[config.mk]
export PLATFORM = sky130hd
export DESIGN_NAME = pc_sequencer
export DESIGN_NICKNAME = d
export VERILOG_FILES = /design/src/rtl/pc_sequencer.sv
export SDC_FILE = /design/constraint.sdc
export NUM_CORES = 1
export LEC_CHECK = 0
export ABC_AREA = 1
export BUFFER_PORTS_ARGS = -buffer_cell sky130_fd_sc_hd__buf_2
export CORE_MARGIN = 4
export CORE_UTILIZATION = 40
export DETAILED_ROUTE_END_ITERATION = 10
export MAX_ROUTING_LAYER = met4
export PLACE_DENSITY = 0.66
export SYNTH_ARGS = -nofsm -noshare
export SYNTH_HDL_FRONTEND = slang
export SYNTH_SLANG_ARGS = --single-unit
export TNS_END_PERCENT = 1
[constraint.sdc]
create_clock -name clk_i -period 2.17 [get_ports clk_i]
set_input_delay 0.434 -clock clk_i [delete_from_list [all_inputs] [get_ports clk_i]]
set_output_delay 0.434 -clock clk_i [all_outputs]
set_load 0.02 [all_outputs]
[src/rtl/pc_sequencer.sv]
// ============================================================================
// Module   : pc_sequencer
// Brief    : Program-counter sequencer with IDLE/RUN/HALT control, jump/branch
//            redirects, stall and a saturating redirect counter.
//            Optional macro PC_ALIGN_CHECK_EN: misaligned redirect targets
//            raise a sticky fault and halt (otherwise targets are word-aligned).
// Revision : 1.0 - initial release
// ============================================================================
`default_nettype none

module pc_sequencer #(
    parameter logic [31:0] RESET_PC = 32'h0000_0000,
    parameter int          STEP     = 4
) (
    input  logic        clk_i,
    input  logic        rst_i,
    input  logic        stall_i,
    input  logic        jump_i,
    input  logic [31:0] jump_addr_i,
    input  logic        branch_i,
    input  logic [31:0] branch_addr_i,
    input  logic        halt_i,
    input  logic        fetch_ready_i,
    output logic        fetch_valid_o,
    output logic [31:0] pc_o,
    output logic [1:0]  state_o,
    output logic [15:0] redirect_cnt_o,
    output logic        fault_o
);

    localparam logic [31:0] c_step = 32'(STEP);

    typedef enum logic [1:0] {
        IDLE = 2'd0,
        RUN  = 2'd1,
        HALT = 2'd2
    } state_t;

    state_t      r_state, w_state_nxt;
    logic [31:0] r_pc, w_pc_nxt;
    logic [15:0] r_cnt, w_cnt_nxt;
    logic        w_redirect;
    logic [31:0] w_target_raw;
    logic [15:0] w_cnt_inc;

    assign w_redirect    = jump_i | branch_i;
    assign w_target_raw  = jump_i ? jump_addr_i : branch_addr_i;
    assign w_cnt_inc     = (r_cnt == 16'hFFFF) ? r_cnt : r_cnt + 16'd1;
    assign fetch_valid_o = (r_state == RUN) & ~stall_i;

`ifdef PC_ALIGN_CHECK_EN
    logic r_fault, w_fault_nxt;
    logic w_misaligned;

    assign w_misaligned = |w_target_raw[1:0];
`else
    logic [31:0] w_target;

    // Low bits of a redirect target are dropped rather than trapped.
    assign w_target = w_target_raw & ~32'h3;
`endif

    always_comb begin
        w_state_nxt = r_state;
        w_pc_nxt    = r_pc;
        w_cnt_nxt   = r_cnt;
`ifdef PC_ALIGN_CHECK_EN
        w_fault_nxt = r_fault;
`endif
        case (r_state)
            IDLE: w_state_nxt = RUN;
            RUN: begin
                if (!stall_i) begin
                    if (w_redirect) begin
`ifdef PC_ALIGN_CHECK_EN
                        if (w_misaligned) begin
                            w_fault_nxt = 1'b1;
                            w_state_nxt = HALT;
                        end else begin
                            w_pc_nxt  = w_target_raw;
                            w_cnt_nxt = w_cnt_inc;
                        end
`else
                        w_pc_nxt  = w_target;
                        w_cnt_nxt = w_cnt_inc;
`endif
                    end else if (fetch_ready_i) begin
                        w_pc_nxt = r_pc + c_step;
                    end
                    if (halt_i) begin
                        w_state_nxt = HALT;
                    end
                end
            end
            HALT:    w_state_nxt = HALT;
            default: w_state_nxt = IDLE;
        endcase
    end

    always_ff @(posedge clk_i or posedge rst_i) begin
        if (rst_i) begin
            r_state <= IDLE;
            r_pc    <= RESET_PC;
            r_cnt   <= 16'd0;
        end else begin
            r_state <= w_state_nxt;
            r_pc    <= w_pc_nxt;
            r_cnt   <= w_cnt_nxt;
        end
    end

`ifdef PC_ALIGN_CHECK_EN
    always_ff @(posedge clk_i or posedge rst_i) begin
        if (rst_i) begin
            r_fault <= 1'b0;
        end else begin
            r_fault <= w_fault_nxt;
        end
    end

    assign fault_o = r_fault;
`else
    assign fault_o = 1'b0;
`endif

    assign pc_o           = r_pc;
    assign state_o        = r_state;
    assign redirect_cnt_o = r_cnt;

endmodule

`default_nettype wire

* Word-level counts from Yosys, hierarchy flattened
Cells that the tools add are included.
** Storage, ports and cells
- Flip-flop bits (word level) :: 50
** Operators by class
- Reduce and logical (&&, ||, !) cells :: 5
- Add/subtract/negate cells :: 2
- Equal/unequal tests :: 5
- Multiplexer cells :: 6
- Bitwise gates (word level) :: 4
** Operator list (number)
- $mux W32 :: 3
- $add A32 B3 Y32 const B :: 1
- $add A16 B1 Y16 const B :: 1
- $eq A16 B16 Y1 const B :: 1
- $pmux W2 S3 :: 1
- $mux W2 :: 2
- $ne A2 B2 Y1 const B :: 2
- $reduce_and A4 Y1 :: 1
- $reduce_and A3 Y1 :: 1
- $eq A2 B1 Y1 const B :: 1
- $eq A2 B2 Y1 const B :: 1
- $logic_not A2 Y1 :: 1
- $not A1 Y1 :: 2
- $reduce_and A2 Y1 :: 1
- $reduce_bool A2 Y1 :: 1
- $and A1 B1 Y1 :: 1
- $or A1 B1 Y1 :: 1

* Logic depth before layout (Yosys ltp)
Gate-level depths: netlist (run 1).
- Depth in word-level cells :: 3
- Mapped depth :: 11

* Worst setup path before layout (run 1)
OpenSTA, ideal clock, no wires.
- Kind :: reg2reg
- Start :: reg r_cnt[0], in the netlist redirect_cnt_o[0]
- End :: reg r_cnt[3], in the netlist redirect_cnt_o[3]
- Buffers on the path :: 1
- Setup slack :: 0.527 ns
- Stages on the path, launching flop included :: 10
- Period minus slack after synthesis :: 1.643 ns
- Library setup time :: 0.120 ns
- Data required time :: 2.050 ns
- Data arrival time :: 1.523 ns
- Cell sequence :: dfrtp_1 -> ha_1 -> nand3_2 -> nor3_2 -> nand4_1 -> nand2_4 -> inv_4 -> buf_6 -> nand2_1 -> o21ai_2
** On the way
- Word-level cells in the longest chain between the ends :: 3
** RTL lines
- start, declared :: line 41 : logic [15:0] r_cnt, w_cnt_nxt;
- start signal, assigned :: line 108 : r_cnt <= w_cnt_nxt;
- parallel branches: the longest is 3 deep, another holds $add A16 B1 Y16
Several ways; the timed one is not identified.
A chain may end at the register's enable or synchronous reset.

* Final worst setup path (run 1)
- Start :: reg r_state[1], in the netlist state_o[1]
- End :: reg r_pc[5], in the netlist pc_o[5]
** On the way
- Word-level cells in the longest chain between the ends :: 2
** RTL lines
- start, declared :: line 39 : state_t r_state, w_state_nxt;
- start signal, assigned :: line 106 : r_state <= w_state_nxt;
- $eq A2 B1 Y1 :: line 70 : case (r_state)
- $reduce_and A3 Y1 (no line)
- end signal, assigned :: line 107 : r_pc <= w_pc_nxt;
- end, declared :: line 40 : logic [31:0] r_pc, w_pc_nxt;
No other way between the ends.

==> results.sh, run 1 <==
export IMPL_swShare_pct=49.9
export IMPL_synth_warnings=0
export IMPL_vdd_drop_max_mv=0.568
export IMPL_crit_arrival_ns=2.05
export IMPL_p_total_mw=5.00
export IMPL_syn_area_um2=3560
export IMPL_synth_cell_type_count=37
export IMPL_cellLeakagePower_nw=2.12
export IMPL_port_buffers=115
export IMPL_cts_tree="built"
export IMPL_place_area_um2=4240
export IMPL_wl_um=9930
export IMPL_die_x_um=102
export IMPL_drcViolationCount=0
export IMPL_cts_setup_buffers=0
export IMPL_rsz0062_at_grt="false"
export IMPL_p_sw_mw=2.49
export IMPL_cts_root_buf="clkbuf_8"
export IMPL_vias=3729
export IMPL_antenna_cells=0
export IMPL_ctsResizeCount=0
export IMPL_first_pass_iters=4
export IMPL_clkTransAtPathRegs_ns=0.09
export IMPL_p_clk_share_pct=11.9
export IMPL_grt_overflow=0
export IMPL_cts_sinks=48
export IMPL_end_kind="flop"
export IMPL_h_tree_depth=2
export IMPL_place_gp_congestion=0.898
export IMPL_grt_pass1_wl_um=16500
export IMPL_path_class="reg2reg"
export IMPL_dp_cells=729
export IMPL_wl_per_cell_um=13.5
export IMPL_vias_per_cell=5.07
export IMPL_rows=34
export IMPL_stdcell_area_um2=4330
export IMPL_layout_commonest_cell="nand2_1"
export IMPL_syn_avg_cell_area_um2=6.90
export IMPL_cp_start_kind="flop"
export IMPL_hold_path_class="in2async"
export IMPL_syn_to_final_growth_pct=21.8
export IMPL_synthTopCellsByArea="dfrtp_1, nand2_1, nor2_1, nand3_1, inv_1"
export IMPL_grt_max_degree=49
export IMPL_seqPwrFrac_pct=36.8
export IMPL_drv_cap=0
export IMPL_synthCells=516
export IMPL_dieArea_um2=10500
export IMPL_cts_path_max_buffers=2
export IMPL_numCtsBuffers=5
export IMPL_fin_crit_ns=1.88
export IMPL_final_nets=703
export IMPL_ios=123
export IMPL_setup_viol=0
export IMPL_maxSlewHeadroom_pct=56.3
export IMPL_layout_common_cells="nand2_1, buf_2, nor2_1, dfrtp_1, inv_1"
export IMPL_p_per_area_nw_per_um2=1150
export IMPL_cp_required_ns=2.34
export IMPL_tns_ns=0
export IMPL_clock_latency_ns=0.31
export IMPL_synth_area_leader_cell="dfrtp_1"
export IMPL_clock_fmax_mhz=532
export IMPL_fin_skew_ns=0.00626
export IMPL_antenna_found_initial=0
export IMPL_internal_power_mw=2.50
export IMPL_synth_seq_cells=48
export IMPL_tightest_slew_ns=0.656
export IMPL_initial_core_util_pct=41.0
export IMPL_die_y_um=102
export IMPL_yosysTopAreaCellShare_pct=33.8
export IMPL_final_hold_violation_count=0
export IMPL_ys_seq_area_share_pct=33.8
export IMPL_fp_coreArea_um2=8680
export IMPL_comb_power_share_pct=51.3
export IMPL_dpl_hpwl_um=7710
export IMPL_worstPathMaxFanout=23
export IMPL_first_global_vias=3536
export IMPL_outcome="finished clean"
export IMPL_first_iter_violations=116
export IMPL_antenna_left=0
export IMPL_drv_slew=0
export IMPL_drive_gt1_share_pct=28.5
export IMPL_grt_usage_pct=20.1
export IMPL_hold_buffers=0
export IMPL_fin_util_pct=49.9
export IMPL_fill_cells=889
export IMPL_post_route_period_util_pct=86.7
export IMPL_final_instance_count_excl_fill=736
[area by class of cell]
type	instances	area [um^2]	area share [%]
tap	108	135	3.12
clock buffer	7	96.3	2.22
inverter	51	194	4.47
multi-input combinational	400	2070	47.7
timing repair buffer	122	641	14.8
sequential	48	1200	27.7
[synth_stat cells (all sizes together)]
| library cell | instances |
|---|---|
| a41oi | 1 |
| nor3b | 1 |
| ha | 4 |
| clkbuf | 7 |
| or2 | 2 |
| inv | 51 |
| a21oi | 22 |
| and2 | 2 |
| a221oi | 1 |
| conb | 1 |
| nand3 | 40 |
| o21ai | 29 |
| a22oi | 11 |
| nor2 | 92 |
| buf | 12 |
| xnor2 | 5 |
| a31oi | 6 |
| xor2 | 7 |
| nand2 | 138 |
| o21bai | 2 |
| nand4 | 6 |
| a22o | 18 |
| o211ai | 2 |
| dfrtp | 48 |
| nor3 | 8 |
[power by group through the flow]
| stage | Sequential, mW | Combinational, mW | Clock [mW] |
|---|---|---|---|
| finish | 1.84 | 2.56 | 0.594 |
| global route | 1.92 | 2.87 | 0.644 |
| CTS | 1.84 | 2.59 | 0.616 |
| detailed placement | 1.86 | 2.59 | 0 |
| global placement | 1.84 | 2.51 | 0 |
| floorplan | 2.23 | 1.35 | 0 |
[path summary, 6_finish.rpt]
| check | end | cells past startpoint | slack (ns) | start |
|---|---|---|---|---|
| setup reg to reg | pc_o[5] | 9 | 0.29 | state_o[1] |
| min in group clk_i | pc_o[2] | 3 | 0.41 | branch_addr_i[2] |
| max in group asynchronous | pc_o[20] | 3 | 1.44 | rst_i |
| hold / removal | redirect_cnt_o[15] | 3 | 0.28 | rst_i |
| hold reg to reg | redirect_cnt_o[0] | 1 | 0.54 | redirect_cnt_o[0] |
| setup / recovery | pc_o[5] | 9 | 0.29 | state_o[1] |
[per-layer routing]
metal  vias to the layer above  global-route usage, %  share of wire, %
met2                        93                   34.2                50
li1                       1911                      -                 -
met5                         -                      -                 0
met1                      1717                   24.8                44
met3                         8                   3.07               5.0
met4                         0                   5.35               1.0
[flip-flops by register name, indices dropped and copies added (netlist names)]
name / flops
redirect_cnt_o: 16
pc_o: 30
state_o: 2
[critical path: stages, from the launching register on]
cell and delay, ns:
dfrtp_1 0.39, inv_1 0.09, ha_1 0.18, nand2_1 0.07, inv_2 0.08, nand2_1 0.09, nand2_2 0.25, inv_2 0.26
o21ai_0 0.24, a22oi_1 0.09
[stage by stage]
stage / hold slack [ns] / setup slack, ns
finish: 0.279 / 0.289
global route: 0.354 / 0.122
CTS: 0.320 / 0.289
detailed placement: 0.531 / 0.278
global placement: 0.514 / 0.349
floorplan: 0.621 / 0.527
[cell families (layout without fill, tap and decap cells)]
group | after synthesis | after routing | share of synthesized area (%)
flip-flops | 48 | 48 | 33.8
other | 1 | 3 | 0.105
AO/OA/AOI/OAI | 92 | 92 | 17.5
adder cells (fa/ha/maj) | 4 | 4 | 1.41
AND/OR/NAND/NOR | 289 | 289 | 35.9
buffers and inverters | 70 | 180 | 8.44
XOR/XNOR | 12 | 12 | 2.95
Power figures use the tool's default switching activity.
==> run 2, diff against run 1 <==
--- a/config.mk
+++ b/config.mk
@@ -9,7 +9,9 @@
 export BUFFER_PORTS_ARGS = -buffer_cell sky130_fd_sc_hd__buf_2
+export CELL_PAD_IN_SITES_DETAIL_PLACEMENT = 1
+export CELL_PAD_IN_SITES_GLOBAL_PLACEMENT = 1
 export CORE_MARGIN = 4
-export CORE_UTILIZATION = 40
+export CORE_UTILIZATION = 38
 export DETAILED_ROUTE_END_ITERATION = 10
 export MAX_ROUTING_LAYER = met4
-export PLACE_DENSITY = 0.66
+export PLACE_DENSITY = 0.87
 export SYNTH_ARGS = -nofsm -noshare
--- a/constraint.sdc
+++ b/constraint.sdc
@@ -3,2 +3,2 @@
 set_output_delay 0.434 -clock clk_i [all_outputs]
-set_load 0.02 [all_outputs]
+set_load 0.05 [all_outputs]
==> run 2 against run 1 <==
Effect of this change:
- combinational power is 40% higher
- sequential share of layout area fell by 0.24 points
- global-route usage increased by 3.0 points
- routed wire length grew 21%
- sequential power hardly changed
- die area is 4.8% higher
- critical path type unchanged
- clock power up 16%
==> results.sh, run 2 (synthesis gave the netlist of run 1 again) <==
export IMPL_cp_required_ns=2.40
export IMPL_cts_path_max_buffers=2
export IMPL_path_class="reg2reg"
export IMPL_ctsResizeCount=0
export IMPL_fin_skew_ns=0.00917
export IMPL_swShare_pct=58.3
export IMPL_post_route_period_util_pct=86.7
export IMPL_first_iter_violations=131
export IMPL_wl_um=12000
export IMPL_cellLeakagePower_nw=2.13
export IMPL_fin_ws_ns=0.288
export IMPL_hold_buffers=0
export IMPL_p_per_area_nw_per_um2=1410
export IMPL_clock_fmax_mhz=531
export IMPL_antenna_cells=0
export IMPL_outcome="finished clean"
export IMPL_die_y_um=105
export IMPL_vdd_drop_max_mv=0.716
export IMPL_numCtsBuffers=5
export IMPL_tns_ns=0
export IMPL_initial_core_util_pct=38.7
export IMPL_setup_viol=0
export IMPL_cp_num_buf_inv=2
export IMPL_final_hold_violation_count=0
export IMPL_grt_overflow=0
export IMPL_cts_setup_buffers=0
export IMPL_tightest_slew_ns=0.519
export IMPL_syn_to_final_growth_pct=22.9
export IMPL_cts_root_buf="clkbuf_8"
export IMPL_fin_crit_ns=1.88
export IMPL_rows=35
export IMPL_wl_per_cell_um=16.2
export IMPL_die_x_um=105
export IMPL_drcViolationCount=0
export IMPL_antenna_left=0
export IMPL_seqPwrFrac_pct=30.4
export IMPL_dieArea_um2=11000
export IMPL_antenna_found_initial=0
export IMPL_final_nets=705
export IMPL_layout_commonest_cell="nand2_1"
export IMPL_fill_cells=1268
export IMPL_comb_power_share_pct=58.3
export IMPL_worstPathMaxFanout=23
export IMPL_first_global_vias=4245
export IMPL_grt_pass1_wl_um=20400
export IMPL_place_gp_congestion=0.878
export IMPL_clock_latency_ns=0.31
export IMPL_drv_slew=0
export IMPL_vias=3916
export IMPL_first_pass_iters=4
export IMPL_end_kind="flop"
export IMPL_clkTransAtPathRegs_ns=0.10
export IMPL_port_buffers=115
export IMPL_crit_chain="ha_1 -> nand2_1 -> inv_2 -> nand2_1 -> nand2_2 -> inv_2 -> o21ai_0 -> a22oi_1"
export IMPL_dpl_hpwl_um=9450
export IMPL_p_clk_share_pct=11.2
export IMPL_crit_arrival_ns=2.11
export IMPL_h_tree_depth=2
export IMPL_grt_max_degree=29
export IMPL_crit_path_max_incr_delay_ns=0.41
export IMPL_vias_per_cell=5.28
export IMPL_p_sw_mw=3.59
export IMPL_crit_family="buffers and inverters"
export IMPL_drv_cap=0
export IMPL_crit_slowest_cell="dfrtp_1"
export IMPL_post_place_ws_ns=0.299
export IMPL_largest_reg_flops=30
export IMPL_internal_power_mw=2.56
export IMPL_maxSlewHeadroom_pct=65.3
export IMPL_fp_coreArea_um2=9200
export IMPL_grt_usage_pct=23.1
export IMPL_layout_common_cells="nand2_1, buf_2, nor2_1, dfrtp_1, inv_1"
export IMPL_rsz0062_at_grt="false"
export IMPL_cts_tree="built"
export IMPL_drive_gt1_share_pct=28.8
export IMPL_cp_start_kind="flop"
export IMPL_hold_path_class="in2async"
export IMPL_ios=123
export IMPL_cts_sinks=48
## run 2: changes by cell type in the layout (fill, tap and decap cells not counted)
cell and change:
buf_4 +2, inv_6 +1, clkbuf_8 -2, clkinvlp_4 +1, bufinv_16 +1
## run 2: worst reg2reg max path, delay by kind of cell, from the launching register on
kind / cells / cell delay, ns
DFF: 1 / 0.41
adders and majority gates: 1 / 0.22
AOI/OAI and AO/OA: 2 / 0.31
buffers and inverters: 2 / 0.47
and+or+nand+nor: 3 / 0.39
## run 2: stage by stage
stage	total power, mW	util, %	instances	hold WS, ns	instance area (um^2)
final	6.15	47.5	742	0.149	4370
after global routing	6.58	47.5	742	0.184	4370
after CTS	6.18	47.5	742	0.165	4370
after detailed placement	5.47	46.3	734	0.502	4260
after global placement	5.31	46.3	734	0.495	4260
after floorplan	4.49	-	518	0.621	3570
## run 2: worst paths after layout
kind,start,slack [ns],cells after the start,to
min reg2reg,redirect_cnt_o[1],0.55,2,redirect_cnt_o[1]
max in group asynchronous,rst_i,1.49,3,pc_o[16]
max reg2reg,state_o[0],0.29,8,pc_o[5]
min in group clk_i,branch_addr_i[2],0.40,3,pc_o[2]
min,rst_i,0.15,2,pc_o[27]
max,state_o[0],0.29,8,pc_o[5]
## run 2: routing by layer
metal | part of all wire [%] | track usage [%] | up-vias
met5 | 0 | - | -
met4 | 1.5 | 5.44 | 0
met3 | 3.2 | 2.96 | 16
met2 | 53 | 41.8 | 93
met1 | 43 | 27.1 | 1898
li1 | - | - | 1909
## run 2: area by class of cell
class / instances / area (um^2) / share of cell area [%]
inverters: 51 / 194 / 4.44
clock buffers: 5 / 68.8 / 1.57
repair buffers: 124 / 656 / 15.0
well taps: 111 / 139 / 3.18
multi-input cells: 400 / 2070 / 47.3
clock inverters: 3 / 46.3 / 1.06
flip-flops and latches: 48 / 1200 / 27.5
## run 2: power groups by stage
| stage | logic, mW | registers (mW) | clock network [mW] |
|---|---|---|---|
| floorplan | 1.37 | 3.12 | 0 |
| global placement | 3.45 | 1.86 | 0 |
| detailed placement | 3.59 | 1.88 | 0 |
| CTS | 3.61 | 1.87 | 0.705 |
| global route | 3.88 | 1.95 | 0.749 |
| finish | 3.59 | 1.87 | 0.692 |
